--- config.mk ---
export PLATFORM = sky130hd
export DESIGN_NAME = traffic_phase_timer
export DESIGN_NICKNAME = d
export VERILOG_FILES = /design/src/rtl/traffic_phase_timer.sv
export SDC_FILE = /design/constraint.sdc
export NUM_CORES = 1
export LEC_CHECK = 0
export CORE_UTILIZATION = 48
export CTS_BUF_LIST = sky130_fd_sc_hd__clkbuf_16
export DETAILED_ROUTE_END_ITERATION = 10
export MAX_ROUTING_LAYER = met4
export PLACE_DENSITY = 0.82
export SETUP_SLACK_MARGIN = 0.15
export SYNTH_ARGS = -nofsm -noshare
export SYNTH_HDL_FRONTEND = slang
export SYNTH_SLANG_ARGS = --single-unit
export TNS_END_PERCENT = 1
--- constraint.sdc ---
create_clock -name i_clk -period 2.3 [get_ports i_clk]
set_clock_uncertainty 0.15 [all_clocks]
set_input_delay 0.46 -clock i_clk [delete_from_list [all_inputs] [get_ports i_clk]]
set_output_delay 0.46 -clock i_clk [all_outputs]
set_load 0.01 [all_outputs]
--- src/rtl/traffic_phase_timer.sv ---
// traffic_phase_timer: N_CH independent countdown channels sharing one prescaler tick.
module traffic_phase_timer #(
    parameter int N_CH     = 4,
    parameter int CNT_W    = 8,
    parameter int PRESCALE = 1
) (
    input  logic                  i_clk,
    input  logic                  i_reset,
    input  logic [N_CH-1:0]       i_start,
    input  logic [N_CH-1:0]       i_abort,
    input  logic [N_CH-1:0]       i_periodic,
    input  logic [N_CH*CNT_W-1:0] i_duration,
    output logic [N_CH-1:0]       o_busy,
    output logic [N_CH-1:0]       o_done,
    output logic [N_CH*CNT_W-1:0] o_remaining,
    output logic                  o_tick
);
    localparam int PRE_W = (PRESCALE > 1) ? $clog2(PRESCALE) : 1;
    typedef enum logic {IDLE, RUN} state_e;
    logic [PRE_W-1:0] pre_q, pre_d;
    logic             tick_c, tick_q;
    assign tick_c = pre_q == PRE_W'(PRESCALE - 1);
    assign pre_d  = tick_c ? '0 : pre_q + PRE_W'(1);
    assign o_tick = tick_q;
    always_ff @(posedge i_clk) begin
        if (i_reset) begin
            pre_q  <= '0;
            tick_q <= 1'b0;
        end else begin
            pre_q  <= pre_d;
            tick_q <= tick_c;
        end
    end
    for (genvar k = 0; k < N_CH; k++) begin : g_ch
        state_e           state_q, state_d;
        logic [CNT_W-1:0] dur, rem_q, rem_d;
        logic             done_q, done_d, reload;
        assign dur    = i_duration[k*CNT_W +: CNT_W];
        assign reload = i_periodic[k] && (dur != '0);
        // Priority: abort > start/retrigger > tick; a zero-duration start expires at once.
        always_comb begin
            state_d = state_q;
            rem_d   = rem_q;
            done_d  = 1'b0;
            if (i_abort[k]) begin
                state_d = IDLE;
                rem_d   = '0;
            end else if (i_start[k]) begin
                state_d = (dur != '0) ? RUN : IDLE;
                rem_d   = dur;
                done_d  = dur == '0;
            end else if (state_q == RUN && tick_c) begin
                if (rem_q > CNT_W'(1)) begin
                    rem_d = rem_q - CNT_W'(1);
                end else begin
                    done_d  = 1'b1;
                    state_d = reload ? RUN : IDLE;
                    rem_d   = reload ? dur : '0;
                end
            end
        end
        always_ff @(posedge i_clk) begin
            if (i_reset) begin
                state_q <= IDLE;
                rem_q   <= '0;
                done_q  <= 1'b0;
            end else begin
                state_q <= state_d;
                rem_q   <= rem_d;
                done_q  <= done_d;
            end
        end
        assign o_busy[k]                      = state_q == RUN;
        assign o_done[k]                      = done_q;
        assign o_remaining[k*CNT_W +: CNT_W]  = rem_q;
    end
endmodule

; ---- Yosys cells after proc, flatten, opt, wreduce, memory -nomap -nowiden
; Cells that the tools add are included.
[classes]
mux = 48
eq_ne = 4
add_sub_neg = 5
n_reduce_logical = 29
magnitude_cmp = 4
n_bitwise = 1
[ops]
columns = operator, count
row1 = $mux W8, 16
row2 = $gt A8 B1 Y1 const B, 4
row3 = $logic_not A8 Y1, 4
row4 = $mux W1, 32
row5 = $reduce_bool A8 Y1, 4
row6 = $sub A8 B1 Y8 const B, 4
row7 = $reduce_or A2 Y1, 5
row8 = $logic_and A1 B1 Y1, 8
row9 = $ne A2 B2 Y1 const B, 4
row10 = $reduce_and A2 Y1, 4
row11 = $reduce_bool A2 Y1, 4
row12 = $add A1 B1 Y1 const B, 1
row13 = $not A1 Y1, 1
[totals]
output_inout_bits = 41
wordCells = 105
inputBits = 46
register_bits = 42

; ---- Depth between registers and ports, before layout
[logic_depth]
ltp_word = 6
ltp_mapped = 7
mapped_depth_nobuf = 7

; ---- Least setup slack after synthesis
; OpenSTA, ideal clock, no wires.
[synth_path]
kind = register to register
start = register g_ch[0].rem_q[2]
end = register g_ch[0].rem_q[0]
synth_period_minus_slack_ps = 1984
n_path_buf = 0
stages_incl_launch_ff = 6
arrival_ps = 1697
slack_ps = 316
path_cell_list = dfxtp_1 or4_4 nor4_4 nor2_2 a221oi_2 a211oi_2
[synth_via]
elab_chain_cells = 4
[synth_rtl]
columns = element, line
row1 = "start, declared", 36  ; logic [CNT_W-1:0] dur, rem_q, rem_d;
row2 = "start signal, assigned", 69  ; rem_q <= rem_d;
row3 = $gt A8 B1 Y1, 53  ; if (rem_q > CNT_W'(1)) begin
row4 = $mux W8, 53
row5 = $mux W8, 52  ; end else if (state_q == RUN && tick_c) begin
row6 = $mux W8, 48  ; end else if (i_start[k]) begin
; Every way passes these cells. The select of a mux whose other input is x is not followed.
; A chain may end at the register's enable or synchronous reset.

; ---- Worst setup path in the final report
[layout_path]
start = register g_ch[0].rem_q[5]
end = register g_ch[0].rem_q[0]
; Same word-level chain as after synthesis.

==> results_dict.tcl <==
set metrics [dict create \
    outcome "finished clean" \
    htreeDepth 2 \
    ys.flop_type "dfxtp_1" \
    setup_viol 0 \
    rsz0062_at_grt "yes" \
    yosysMostFrequentCell "dfxtp_1" \
    clk_latency_ns 0.28 \
    final_area_um2 3969 \
    cp.required_ns 2.31 \
    start_util_pct 50.94 \
    routed_wl_mm 8.087 \
    io_pins 87 \
    dieArea_um2 6263 \
    yosys_warnings 0 \
    port_buffers 86 \
    drt_first_pass_iters 5 \
    critPathMaxFanout 6 \
    ant_nets 0 \
    grt_pass1_wl_mm 13.41 \
    synth_area_per_cell_um2 7.957 \
    vias 3150 \
    hold_viol_final 0 \
    min_path_cells 2 \
    cts-root-buf "clkbuf_16" \
    clk_path_buf_depth 2 \
    synthCells 359 \
    rrSetupSlack_ns 0.17 \
    die_x_um 79.14 \
    synth_top_area_share_pct 29.43 \
    holdCritPathClass "reg -> reg" \
    async_reset_ff_share_pct 0 \
    final_core_util_pct 70.77 \
    synthToLayoutAreaGrowth_pct 38.94 \
    endpoint_kind "flip-flop" \
    cts.clk_slew.worst_paths_ns 0.06 \
    grt_max_degree 18 \
    fin_crit_ns 2.134 \
    row_count 27 \
    hold_path_end "g_ch[1].state_q$_SDFFE_PP0P_" \
    slowest_stage "or4_4" \
    dpl-instance-area_um2 3831 \
    grt_usage_pct 27.33 \
    drc 0 \
    setup_tns_ns 0 \
    crit_chain "or4_4 > nor4_4 > nor2_2 > a221oi_2 > a211oi_2" \
    max_stage_delay_ns 0.59 \
    synth_area_leaders "dfxtp_1 29%, o21ai_0 6.7%, a21oi_1 5.4%, nor2_1 4.2%, ha_1 3.5%" \
    finalMaxSlewViolations 0 \
    synth.distinct_cells 64 \
    gp_congestion 0.9511 \
    syn_area_um2 2856 \
    drive_above_1_share_pct 13.27 \
    synthTopCellsByCount "42 x dfxtp_1, 38 x o21ai_0, 32 x nor2_1" \
    crit_start "g_ch[0].rem_q[5]$_SDFFE_PP0P_" \
    yosys.area.top_type "dfxtp_1" \
    clock-sinks 42 \
    drt_iter0_markers 147 \
    cts_hold_buf 0 \
    cts-buffers-inserted 5 \
    timing.rr.end "g_ch[0].rem_q[0]$_SDFFE_PP0P_" \
    min_from "g_ch[1].state_q$_SDFFE_PP0P_" \
    crit_type "reg -> reg" \
    fmaxAchievable_ghz 0.4687 \
    overflow 0 \
    core_region_area_um2 5608 \
    antenna_found_initial 0 \
    grt_pass1_vias 2932 \
    vias_per_cell 6.011 \
    synth_edf_count 0 \
    vdd.ir_drop.worst_v 0.0003337 \
    dp_hpwl_mm 6.188 \
    die_h_um 79.14 \
    cp-start-kind "flip-flop" \
    powerDensity_nw_per_um2 532.2 \
    routedWlPerCell_um 15.43 \
    final_net_count 505 \
    synth_fp_nets 413 \
    synth_seq_cells 42 \
    cap_viol_max_count 0 \
    timing.final.crit_share_pct 92.77 \
    reg2regPathDepth 5 \
    cts_tree "done" \
    insertedDiodeCount 0 \
    p_leak_nw 1.439 \
    arrival_ns 2.14 \
    yosysSeqAreaShare_pct 29.43 \
    timing.rr.start "g_ch[0].rem_q[5]$_SDFFE_PP0P_" \
    nFillCells 474 \
]
## where the power goes
part	switching (mW)	internal (mW)	total, mW
clock	0.278	0.393	0.671
sequential	0.0502	0.764	0.814
combinational	0.314	0.314	0.628
## cell families (layout without fill, tap and decap cells)
group | Yosys count | count (layout) | share of synthesized area [%]
and+or+nand+nor | 134 | 134 | 26.28
other | 1 | 1 | 0.1313
muxes | 4 | 4 | 1.489
buffers and inverters | 37 | 130 | 6.527
xor gates and xnor gates | 5 | 5 | 1.533
DFF | 42 | 42 | 29.44
adders and majority gates | 8 | 8 | 3.504
AOI/OAI and AO/OA | 128 | 128 | 31.10
## per-stage QoR
| stage | hold WS [ns] | setup slack [ns] | total power, mW | std cells |
|---|---|---|---|---|
| after global routing | 0.3860 | 0.05949 | 2.223 | 524 |
| after CTS | 0.3475 | 0.1551 | 2.116 | 524 |
| after floorplan | 0.3028 | 0.3164 | 1.193 | 359 |
| after global placement | 0.3233 | -0.1201 | 1.431 | 516 |
| final | 0.3409 | 0.1662 | 2.112 | 524 |
| after detailed placement | 0.3367 | -0.1285 | 1.446 | 516 |
## layout by cell type (no fill, tap or decap), types with 4 or more instances in the layout
cell             netlist  final
nand3_1                6      6
nor2_1                32     32
nand2_1               25     25
a31oi_1                8      8
o21ai_0               38     37
ha_1                   8      8
a21oi_1               31     31
nand2b_1               4      4
dfxtp_1               42     42
or4_1                  4      4
inv_1                 16     17
nor3b_1                4      4
o211ai_1               6      6
clkdlybuf4s50_1        0     86
or2_2                  6      6
o21a_1                 6      6
o31ai_1                6      6
nor3_1                17     17
nor4_1                11     11
buf_4                  8     20
nor2b_1                5      5
xnor2_1                4      4
clkbuf_16              0      5
## timing repair
| item | CTS | global route |
|---|---|---|
| hold endpoints to repair | 0 | 0 |
| setup buffers | 0 | 0 |
| setup endpoints to repair | 0 | 20 |
| resized for setup | 0 | 1 |
## flip-flops by register name (all words and copies together) (netlist names)
signal,cells
g_ch.done_q,4
pre_q,1
g_ch.rem_q,32
o_tick,1
g_ch.state_q,4
## routing by layer
metal | vias up | track usage, % | wire (um)
li1 | 1529 | - | -
met1 | 1465 | 34.27 | 3528
met2 | 142 | 43.88 | 3883
met3 | 14 | 4.713 | 553
met4 | 0 | 10.18 | 122
met5 | - | - | 0
## area by class of cell
| class | instances | area, um2 | area share, % |
|---|---|---|---|
| Multi-Input combinational cell | 280 | 1829 | 46.09 |
| Timing Repair Buffer | 106 | 1011 | 25.47 |
| Sequential cell | 42 | 840.8 | 21.19 |
| Clock buffer | 5 | 125.1 | 3.153 |
| Tap cell | 72 | 90.09 | 2.270 |
| Inverter | 16 | 60.06 | 1.513 |
| Clock inverter | 3 | 12.51 | 0.3153 |
## critical path: cells and delay by family (launching register included)
family	cells	cell delay [ns]
AOI/OAI and AO/OA	2	0.38
DFF	1	0.36
and+or+nand+nor	3	1.12
## worst max-delay path by stage
| stage | end | slack, ns |
|---|---|---|
| final | g_ch[0].rem_q[0]$_SDFFE_PP0P_ | 0.17 |
| after global routing | g_ch[0].rem_q[4]$_SDFFE_PP0P_ | 0.06 |
| after CTS | g_ch[3].rem_q[6]$_SDFFE_PP0P_ | 0.16 |
| after detailed placement | g_ch[3].rem_q[6]$_SDFFE_PP0P_ | -0.13 |
| after global placement | g_ch[3].rem_q[6]$_SDFFE_PP0P_ | -0.12 |
| after floorplan | g_ch[0].rem_q[0]$_SDFFE_PP0P_ | 0.32 |
Note: power is estimated with default switching activity, not from simulation.
